<file path="config.mk">
export PLATFORM = sky130hd
export DESIGN_NAME = ps2_key_dispatcher_flat
export DESIGN_NICKNAME = d
export VERILOG_FILES = /design/src/rtl/ps2_key_dispatcher_if.sv /design/src/rtl/ps2_key_dispatcher.sv /design/src/flat_wrapper.sv
export SDC_FILE = /design/constraint.sdc
export NUM_CORES = 1
export LEC_CHECK = 0
export CAP_MARGIN = 20
export CELL_PAD_IN_SITES_DETAIL_PLACEMENT = 1
export CELL_PAD_IN_SITES_GLOBAL_PLACEMENT = 2
export CORE_AREA = 2 2 104 106
export DETAILED_ROUTE_END_ITERATION = 8
export DIE_AREA = 0 0 106 108
export PLACE_DENSITY = 0.72
export SETUP_SLACK_MARGIN = 0.3
export SLEW_MARGIN = 20
export SYNTH_ARGS = -nofsm -noshare
export SYNTH_HDL_FRONTEND = slang
export SYNTH_SLANG_ARGS = --single-unit
export TNS_END_PERCENT = 50
</file>
<file path="constraint.sdc">
create_clock -name clk -period 6.34 [get_ports clk]
set_input_delay 1.585 -clock clk [delete_from_list [all_inputs] [get_ports clk]]
set_output_delay 1.585 -clock clk [all_outputs]
set_load 0.01 [all_outputs]
</file>
<file path="src/rtl/ps2_key_dispatcher_if.sv">
// ps2_key_dispatcher_if: scan-byte input and key-event output bundle of the PS/2 key dispatcher.
interface ps2_key_dispatcher_if #(
   parameter int FIFO_DEPTH = 4
);
   logic                        rx_done_tick;
   logic [7:0]                  rx_data;
   logic                        evt_valid;
   logic                        evt_ready;
   logic [7:0]                  evt_code;
   logic                        evt_ext;
   logic                        evt_break;
   logic [$clog2(FIFO_DEPTH):0] fifo_count;
   logic                        overflow;
   logic                        ovf_clr;
   modport master (
      output rx_done_tick, rx_data, evt_ready, ovf_clr,
      input  evt_valid, evt_code, evt_ext, evt_break, fifo_count, overflow
   );
   modport slave (
      input  rx_done_tick, rx_data, evt_ready, ovf_clr,
      output evt_valid, evt_code, evt_ext, evt_break, fifo_count, overflow
   );
endinterface

</file>
<file path="src/rtl/ps2_key_dispatcher.sv">
// ps2_key_dispatcher: parses E0/F0-prefixed PS/2 scan bytes into key events and queues them in a FIFO.
module ps2_key_dispatcher #(
   parameter int FIFO_DEPTH     = 4,
   parameter int TIMEOUT_CYCLES = 100000
) (
   input logic                 clk,
   input logic                 reset,
   ps2_key_dispatcher_if.slave bus
);
   localparam int AW = $clog2(FIFO_DEPTH);
   localparam int TW = $clog2(TIMEOUT_CYCLES);
   // bit0 of the state marks E0 seen, bit1 marks F0 seen
   localparam logic [1:0] S_IDLE    = 2'd0;
   localparam logic [1:0] S_EXT     = 2'd1;
   localparam logic [1:0] S_BRK     = 2'd2;
   localparam logic [1:0] S_EXT_BRK = 2'd3;

   logic [1:0]    r_state;
   logic [TW-1:0] r_tmo;
   logic [9:0]    r_mem [0:FIFO_DEPTH-1];
   logic [AW-1:0] r_rd;
   logic [AW-1:0] r_wr;
   logic [AW:0]   r_count;
   logic          r_ovf;
   logic [1:0]    w_next;
   logic          w_e0;
   logic          w_f0;
   logic          w_status;
   logic          w_push;
   logic          w_pop;
   logic          w_full;
   logic          w_accept;
   logic          w_tmo;
   logic          w_valid;
   logic [9:0]    w_head;

   assign w_e0     = bus.rx_data == 8'hE0;
   assign w_f0     = bus.rx_data == 8'hF0;
   assign w_status = bus.rx_data inside {8'hAA, 8'hFA, 8'hEE, 8'hFE, 8'h00, 8'hFF};
   // status bytes are only filtered from IDLE; after a prefix they are taken as codes
   assign w_push   = bus.rx_done_tick & ~w_e0 & ~w_f0 & ~((r_state == S_IDLE) & w_status);

   always_comb begin
      w_next = S_IDLE;
      case (r_state)
         S_IDLE:  w_next = w_e0 ? S_EXT : w_f0 ? S_BRK : S_IDLE;
         S_EXT:   w_next = w_f0 ? S_EXT_BRK : w_e0 ? S_EXT : S_IDLE;
         S_BRK:   w_next = w_f0 ? S_BRK : S_IDLE;
         default: w_next = S_IDLE;
      endcase
   end

   assign w_tmo = r_tmo == TW'(TIMEOUT_CYCLES - 1);

   always_ff @(posedge clk or negedge reset) begin
      if (!reset) begin
         r_state <= S_IDLE;
         r_tmo   <= '0;
      end else if (bus.rx_done_tick) begin
         r_state <= w_next;
         r_tmo   <= '0;
      end else if (r_state != S_IDLE) begin
         r_state <= w_tmo ? S_IDLE : r_state;
         r_tmo   <= w_tmo ? '0 : r_tmo + TW'(1);
      end else begin
         r_tmo   <= '0;
      end
   end

   assign w_valid  = r_count != '0;
   assign w_pop    = w_valid & bus.evt_ready;
   assign w_full   = r_count == (AW+1)'(FIFO_DEPTH);
   assign w_accept = w_push & (~w_full | w_pop);

   always_ff @(posedge clk) begin
      if (w_accept) r_mem[r_wr] <= {r_state[1], r_state[0], bus.rx_data};
   end

   always_ff @(posedge clk or negedge reset) begin
      if (!reset) begin
         r_rd    <= '0;
         r_wr    <= '0;
         r_count <= '0;
         r_ovf   <= 1'b0;
      end else begin
         r_rd    <= r_rd + AW'(w_pop);
         r_wr    <= r_wr + AW'(w_accept);
         r_count <= r_count + (AW+1)'(w_accept) - (AW+1)'(w_pop);
         r_ovf   <= (w_push & w_full & ~w_pop) | (r_ovf & ~bus.ovf_clr);
      end
   end

   // head fields read as zero while empty so reset and idle outputs are clean
   assign w_head         = w_valid ? r_mem[r_rd] : '0;
   assign bus.evt_valid  = w_valid;
   assign bus.evt_code   = w_head[7:0];
   assign bus.evt_ext    = w_head[8];
   assign bus.evt_break  = w_head[9];
   assign bus.fifo_count = r_count;
   assign bus.overflow   = r_ovf;
endmodule

</file>
<file path="src/flat_wrapper.sv">
// flat-port wrapper written by rule: the top's interface ports become plain ports
module ps2_key_dispatcher_flat 
#(
   parameter int FIFO_DEPTH     = 4,
   parameter int TIMEOUT_CYCLES = 100000
)
  (clk, reset, bus_rx_done_tick, bus_rx_data, bus_evt_ready, bus_ovf_clr, bus_evt_valid, bus_evt_code, bus_evt_ext, bus_evt_break, bus_fifo_count, bus_overflow);
  ps2_key_dispatcher_if #(.FIFO_DEPTH(FIFO_DEPTH)) bus_i ();
  input logic clk;
  input logic reset;
  input wire logic [$bits(bus_i.rx_done_tick)-1:0] bus_rx_done_tick;
  input wire logic [$bits(bus_i.rx_data)-1:0] bus_rx_data;
  input wire logic [$bits(bus_i.evt_ready)-1:0] bus_evt_ready;
  input wire logic [$bits(bus_i.ovf_clr)-1:0] bus_ovf_clr;
  output wire logic [$bits(bus_i.evt_valid)-1:0] bus_evt_valid;
  output wire logic [$bits(bus_i.evt_code)-1:0] bus_evt_code;
  output wire logic [$bits(bus_i.evt_ext)-1:0] bus_evt_ext;
  output wire logic [$bits(bus_i.evt_break)-1:0] bus_evt_break;
  output wire logic [$bits(bus_i.fifo_count)-1:0] bus_fifo_count;
  output wire logic [$bits(bus_i.overflow)-1:0] bus_overflow;
  assign bus_i.rx_done_tick = bus_rx_done_tick;
  assign bus_i.rx_data = bus_rx_data;
  assign bus_i.evt_ready = bus_evt_ready;
  assign bus_i.ovf_clr = bus_ovf_clr;
  assign bus_evt_valid = bus_i.evt_valid;
  assign bus_evt_code = bus_i.evt_code;
  assign bus_evt_ext = bus_i.evt_ext;
  assign bus_evt_break = bus_i.evt_break;
  assign bus_fifo_count = bus_i.fifo_count;
  assign bus_overflow = bus_i.overflow;
  ps2_key_dispatcher #(.FIFO_DEPTH(FIFO_DEPTH), .TIMEOUT_CYCLES(TIMEOUT_CYCLES)) u_core (.clk(clk), .reset(reset), .bus(bus_i));
endmodule
</file>
==> results of run 1 <==
registers in the layout, indices dropped and copies added (netlist names):
name / cells
u_core.r_mem: 40
u_core.r_tmo: 17
u_core.bus.fifo_count: 3
u_core.r_rd: 2
u_core.r_state: 2
u_core.r_wr: 2
u_core.bus.overflow: 1
logic make-up after synthesis:
group                    after synthesis  synth area share
XOR/XNOR                              19            0.0547
multiplexers                          10            0.0740
buffers and inverters                 15            0.0292
AND/OR/NAND/NOR                       78             0.173
adder cells (fa/ha/maj)                6            0.0271
AO/OA/AOI/OAI                          9            0.0259
flip-flops                            67             0.617
per-layer routing:
layer	track usage	vias to the layer above	part of all wire
met5	0	-	0
met3	0.0307	8	0.038
met1	0.127	876	0.44
met4	0.0395	0	0.012
li1	-	850	-
met2	0.185	37	0.51
Yosys cell counts (2+ instances only):
cell,count
sky130_fd_sc_hd__edfxtp_1,40
sky130_fd_sc_hd__dfrtp_1,27
sky130_fd_sc_hd__nor2b_1,11
sky130_fd_sc_hd__mux4_2,10
sky130_fd_sc_hd__xor2_1,10
sky130_fd_sc_hd__inv_1,9
sky130_fd_sc_hd__xnor2_1,9
sky130_fd_sc_hd__nand3_1,8
sky130_fd_sc_hd__nor2_1,8
sky130_fd_sc_hd__nor2_4,8
sky130_fd_sc_hd__nand2_1,7
sky130_fd_sc_hd__nand4_1,7
sky130_fd_sc_hd__and4_1,5
sky130_fd_sc_hd__ha_1,5
sky130_fd_sc_hd__nor3_1,4
sky130_fd_sc_hd__nor4_1,4
sky130_fd_sc_hd__nor4b_1,4
sky130_fd_sc_hd__nor4bb_1,3
sky130_fd_sc_hd__and3_1,2
sky130_fd_sc_hd__and4_4,2
sky130_fd_sc_hd__buf_6,2
sky130_fd_sc_hd__clkbuf_1,2
sky130_fd_sc_hd__nor2_2,2
sky130_fd_sc_hd__o31ai_1,2
area by class of cell:
class / count / area, sq um / share of cell area
sequential: 67 / 1880 / 0.500
multi-input combinational: 122 / 1100 / 0.294
timing repair buffer: 32 / 308 / 0.0821
clock buffer: 11 / 174 / 0.0464
tap: 136 / 170 / 0.0454
clock inverter: 5 / 86.3 / 0.0230
inverter: 9 / 33.8 / 0.00901
metrics by stage:
stage / hold slack [ps] / instances
6_report: 493 / 382
5_1_grt: 532 / 382
4_1_cts: 500 / 382
3_5_place_dp: 486 / 366
3_3_place_gp: 489 / 366
2_1_floorplan: 460 / 204
worst max-delay path, cell delays in order:
cell	delay (ps)
sky130_fd_sc_hd__clkdlybuf4s50_1	530
sky130_fd_sc_hd__nor4_1	560
sky130_fd_sc_hd__nand2_1	130
sky130_fd_sc_hd__a311oi_2	560
sky130_fd_sc_hd__nor2_1	160
sky130_fd_sc_hd__ha_1	250
sky130_fd_sc_hd__fa_1	370
sky130_fd_sc_hd__xnor2_1	180
sky130_fd_sc_hd__xnor2_1	140
power breakdown:
| group | internal (mW) | switching (mW) | leakage, nW | total (mW) |
|---|---|---|---|---|
| combinational | 0.248 | 0.161 | 0.441 | 0.409 |
| clock | 0.273 | 0.174 | 0.131 | 0.446 |
| sequential | 0.543 | 0.0664 | 0.730 | 0.609 |
worst paths after layout:
path                                           from                       end  slack (ps)  cells after the start
min in group asynchronous                     reset            u_core.r_rd[0]        1610                      2
setup reg to reg           u_core.bus.fifo_count[1]  u_core.bus.fifo_count[2]        3810                      7
hold / removal                      u_core.r_tmo[0]           u_core.r_tmo[0]         490                      1
hold reg to reg                     u_core.r_tmo[0]           u_core.r_tmo[0]         490                      1
max in group asynchronous                     reset         u_core.r_state[1]        4450                      2
setup / recovery                     bus_rx_data[0]  u_core.bus.fifo_count[2]        2140                      9
layout by cell type, fill, tap and decap left out, drive strengths merged, types with 7 or more instances in the layout:
master / netlist / routed
xnor2: 9 / 9
dfrtp: 27 / 27
xor2: 10 / 10
nand4: 7 / 7
edfxtp: 40 / 40
nand3: 8 / 8
mux4: 10 / 10
and4: 7 / 7
nor2b: 11 / 11
clkdlybuf4s50: 0 / 27
nor2: 18 / 18
nand2: 7 / 7
inv: 9 / 11
clkbuf: 2 / 11
==> summary.txt, run 1 <==
=================================================================================
Maximum clock skew at final layout                                        15.6 ps
Clock period minus worst slack                                            4200 ps
Power Total                                                               1.46 mW
Fin nets                                                                      260
Final hold violation count                                                      0
Setup TNS after final layout                                                 0 ps
Cell area after layout                                               0.00375 sq mm
Post-Syn Instances                                                            204
RSZ-0062 raised after global routing                                           no
Post-synthesis async set-or-reset flop share                                0.403
Initial core utilization                                                    0.298
Largest cells by area after synthesis                                sky130_fd_sc_hd__edfxtp_1 39%, sky130_fd_sc_hd__dfrtp_1 22%, sky130_fd_sc_hd__mux4_2 7.4%
Die extent in y                                                            108 um
Flops & latches, synth                                                         67
Static Leak                                                               1.30 nW
Total power per unit cell area                                        390 mW/mm^2
Worst Setup Slack, final                                                  2140 ps
Detailed Route Iter0 Violations                                                29
Top cell type's share of synthesized area                                   0.395
Worst slack, placed                                                       1790 ps
Floorplan die area                                                   0.0114 sq mm
Global router's overall resource usage                                      0.107
Area inside the core boundary                                        0.0102 sq mm
Number of max-cap violations                                                    0
Min-delay worst type                                                 flip-flop to flip-flop
CP Data Required Time                                                     6610 ps
Critical-path maximum fanout                                                    7
Avg Vias per Cell                                                            4.64
Horizontal die dimension                                                   106 um
Share of the yosys chip area belonging to registers                         0.617
Count of TritonRoute iterations in the first routing pass                       4
Clk root buf                                                         sky130_fd_sc_hd__clkbuf_8
Routability congestion estimate from global placement                       0.737
Clk_lat worst skew                                                         340 ps
Max Freq                                                                  238 MHz
Number of different library cells in the post-synthesis netlist                37
Total number of yosys warnings                                                  0
Number of buffers inserted during clock tree synthesis                          9
Post-synth EDFFs                                                               40
Cell area after placement                                            0.00349 sq mm
Sort of element at the start of the critical path                      input port
Via count of the first global-routing pass                                   1855
Placed wire-length estimate after detailed placement                      4.02 mm
Wire length of the first global-routing pass                              9.43 mm
DRC Markers                                                                     0
CTS tree                                                                     done
Layout cells sized above 1                                                  0.203
Quantity of I/O buffers inserted on ports                                      27
Status                                                               complete, no violations
Post-Synthesis Mean Instance Area                                      14.9 sq um
Ratio of final minimum period to clock period                               0.663
Total wirelength of the detailed-routed design                            5.69 mm
Net count after synthesis                                                     223
Layout Area Growth over Synthesis                                           23.2%
Number of hold-repair buffers added at the cts stage                            0
Worst-path clk slew                                                         80 ps
Data arrival at the endpoint of the critical path                         4470 ps
Clock Sinks                                                                    67
Post-DRT Antenna Nets                                                           0
Diode insertion count for antenna repair                                        0
Crit path capture type                                                  flip-flop
Worst supply voltage drop on vdd                                       0.000151 V
Number of rows in the core area                                                37
Total setup buffers inserted after CTS                                          0
Most used flip-flop cell after synthesis                             sky130_fd_sc_hd__edfxtp_1
Post-CTS sizing                                                                 0
H-tree lvl count                                                                3
Pin slew with the least headroom to its limit                             1050 ps
Final core occ                                                              0.367
Count of pins on the block boundary                                            28
Maximum number of pins on one net before global-route repair                   28
Antenna violations before repair                                                0
Area of the mapped netlist                                           0.00304 sq mm
Routed WL per cell                                                        14.9 um
Final Max Tran Viols                                                            0
Crit Path Category                                                   input port to flip-flop
Clock Path Buffers                                                              2
Library cell occupying the most area in the post-synthesis netlist   sky130_fd_sc_hd__edfxtp_1
Worst relative slew slack                                                   0.298
# fillers                                                                    1063
Final count of negative-setup-slack endpoints                                   0
Detailed-route via count                                                     1771
Total global routing overflow                                                   0
=================================================================================
Power figures use the tool's default switching activity.
==> inputs of run 2 (changes only) <==
==> constraint.sdc (replaced) <==
create_clock -name clk -period 3.9 [get_ports clk]
set_input_delay 0.975 -clock clk [delete_from_list [all_inputs] [get_ports clk]]
set_output_delay 0.975 -clock clk [all_outputs]
set_load 0.01 [all_outputs]
==> summary.txt, run 2 (synthesis gave the netlist of run 1 again) <==
=====================================================================================
Worst slack, placed                                                            364 ps   -1430 ps
RSZ-0062 raised after global routing                                               no
Layout Area Growth over Synthesis                                               22.7%
Worst min-delay path startpoint                                          u_core.r_tmo[0]
Routed WL per cell                                                            15.3 um   +2.7%
Horizontal die dimension                                                       106 um   unchanged
Setup TNS after final layout                                                     0 ps   unchanged
Number of hold-repair buffers added at the cts stage                                0   unchanged
Hold Path Depth                                                                     1   unchanged
Worst Setup Slack, final                                                       593 ps   -1550 ps
Worst supply voltage drop on vdd                                           0.000184 V   +22%
Quantity of I/O buffers inserted on ports                                          27   unchanged
Most frequent standard cell in the layout excluding fill and tap cells   sky130_fd_sc_hd__edfxtp_1
Clk root buf                                                             sky130_fd_sc_hd__clkbuf_8
Number of rows in the core area                                                    37   unchanged
Maximum number of pins on one net before global-route repair                       28   unchanged
FF-to-FF path depth                                                                 7   unchanged
Sort of element at the start of the critical path                           flip-flop
Number of max-cap violations                                                        0   unchanged
Detailed-route via count                                                         1774   +0.17%
Total wirelength of the detailed-routed design                                5.89 mm   +3.5%
Total power per unit cell area                                            619 mW/mm^2   +59%
Detailed Route Iter0 Violations                                                    39   +34%
Clk_lat worst skew                                                             330 ps   about the same
Post-DRT Antenna Nets                                                               0   unchanged
Fin nets                                                                          263   +1.2%
Status                                                                   complete, no violations
CTS tree                                                                         done
Via count of the first global-routing pass                                       1968   +6.1%
Number of buffers inserted during clock tree synthesis                              9   unchanged
Total global routing overflow                                                       0   unchanged
Part of the total power dissipated in combinational logic                       0.292   +0.013
Relative contribution of sequential cells to total power                        0.429   +0.013
Fraction of power consumed by the clock network                                 0.280   -0.025
Launch instance of the worst register-to-register path                   u_core.bus.fifo_count[1]
Layout cells sized above 1                                                      0.209   +0.00558
H-tree lvl count                                                                    3   unchanged
Clock Path Buffers                                                                  2   unchanged
Worst relative slew slack                                                       0.549   +0.252
Internal Power                                                                1.67 mW   +57%
Highest-count cells in the layout ignoring fill and taps                 40 x sky130_fd_sc_hd__edfxtp_1, 27 x sky130_fd_sc_hd__clkdlybuf4s50_1, 27 x sky130_fd_sc_hd__dfrtp_1, 11 x sky130_fd_sc_hd__nor2b_1
Count of pins on the block boundary                                                28   unchanged
Post-CTS sizing                                                                     0   unchanged
Pin slew with the least headroom to its limit                                  676 ps   -378 ps
Power Total                                                                   2.31 mW   +58%
Worst-path clk slew                                                             70 ps   about the same
Crit Path Category                                                       flip-flop to output port
Flip-flop count of the largest register, all copies and words added                40   unchanged
Maximum clock skew at final layout                                            7.55 ps   -8.02 ps
Worst Hold Endpoint                                                      u_core.r_tmo[0]
Cell area after placement                                                0.00351 sq mm   +0.50%
Cell area after layout                                                   0.00373 sq mm   -0.43%
Initial core utilization                                                        0.298   unchanged
Static Leak                                                                   1.29 nW   -0.73%
Total setup buffers inserted after CTS                                              0   unchanged
Diode insertion count for antenna repair                                            0   unchanged
Die extent in y                                                                108 um   unchanged
Ratio of final minimum period to clock period                                   0.848
DRC Markers                                                                         0   unchanged
Floorplan die area                                                       0.0114 sq mm   unchanged
Area inside the core boundary                                            0.0102 sq mm   unchanged
Final count of negative-setup-slack endpoints                                       0   unchanged
Data arrival at the endpoint of the critical path                             2330 ps   -2140 ps
Clock Sinks                                                                        67   unchanged
Min-delay worst type                                                     flip-flop to flip-flop
Crit path capture type                                                    output port
Placed wire-length estimate after detailed placement                          4.21 mm   +4.6%
Count of TritonRoute iterations in the first routing pass                           4   unchanged
Routability congestion estimate from global placement                           0.715   -3.1%
Avg Vias per Cell                                                                4.61   -0.61%
Critical-path maximum fanout                                                       11   +4
Global router's overall resource usage                                          0.115   +0.00844
Reg2reg end                                                              u_core.bus.fifo_count[2]
Switching power                                                              0.645 mW   +61%
Switching part of the total                                                     0.279   +0.00541
Clock period minus worst slack                                                3310 ps
CP Data Required Time                                                         2920 ps   -3690 ps
Antenna violations before repair                                                    0   unchanged
Final hold violation count                                                          0   unchanged
Max Freq                                                                      302 MHz
Setup slack, reg-to-reg                                                       1410 ps   -2400 ps
Final Max Tran Viols                                                                0   unchanged
Top reg by flops                                                         u_core.r_mem
Wire length of the first global-routing pass                                  10.1 mm   +6.7%
=====================================================================================
[run 2: cell count changes in the layout (fill, tap and decap cells not counted)]
cell	previous run	this run
sky130_fd_sc_hd__buf_4	5	8
sky130_fd_sc_hd__clkbuf_16	2	0
sky130_fd_sc_hd__clkinvlp_4	0	2
sky130_fd_sc_hd__inv_6	2	0
sky130_fd_sc_hd__clkbuf_8	9	10
sky130_fd_sc_hd__clkinv_2	0	1
sky130_fd_sc_hd__nor3_1	3	4
sky130_fd_sc_hd__nor3_2	1	0
[run 2: metal layers]
metal	global-route usage	vias up	routed length [um]
li1	-	853	-
met1	0.138	878	2570
met4	0.0404	0	97
met3	0.0368	9	216
met2	0.196	34	3010
met5	0	-	0
[run 2: power by group through the flow]
stage	Combinational [mW]	Clock (mW)	Sequential [mW]
after CTS	0.695	0.669	0.997
after detailed placement	0.692	0	1.01
final	0.674	0.647	0.991
after global routing	0.736	0.706	1.01
after global placement	0.675	0	1.01
after floorplan	0.403	0	0.948
[run 2: final cells by class]
type	count	area [sq um]
multi-input combinational	122	1100
timing repair buffer	35	330
tap	136	170
clock buffer	10	138
inverter	9	33.8
sequential	67	1880
fill	1074	6500
clock inverter	6	88.8
[run 2: worst max path at each step]
stage                                    end           start  slack [ps]
detailed placement  u_core.bus.fifo_count[2]  bus_rx_data[0]         360
finish                       bus_evt_code[6]  u_core.r_rd[0]         590
CTS                          bus_evt_code[6]  u_core.r_rd[0]         510
floorplan                 u_core.r_mem[1][0]  bus_rx_data[7]         890
global placement    u_core.bus.fifo_count[2]  bus_rx_data[0]         400
global route                 bus_evt_code[6]  u_core.r_rd[0]         420
[run 2: worst max-delay path, cell delays in order, from the launching register on]
cell and delay, ps:
sky130_fd_sc_hd__dfrtp_1 780, sky130_fd_sc_hd__mux4_2 580, sky130_fd_sc_hd__nor2b_1 160, sky130_fd_sc_hd__clkdlybuf4s50_1 480
[run 2: through the flow]
| stage | hold WS (ps) | utilization | std cells |
|---|---|---|---|
| 6_report | 509 | 0.365 | 385 |
| 3_5_place_dp | 504 | 0.343 | 369 |
| 5_1_grt | 537 | 0.365 | 385 |
| 2_1_floorplan | 460 | - | 204 |
| 4_1_cts | 515 | 0.365 | 385 |
| 3_3_place_gp | 487 | 0.343 | 369 |
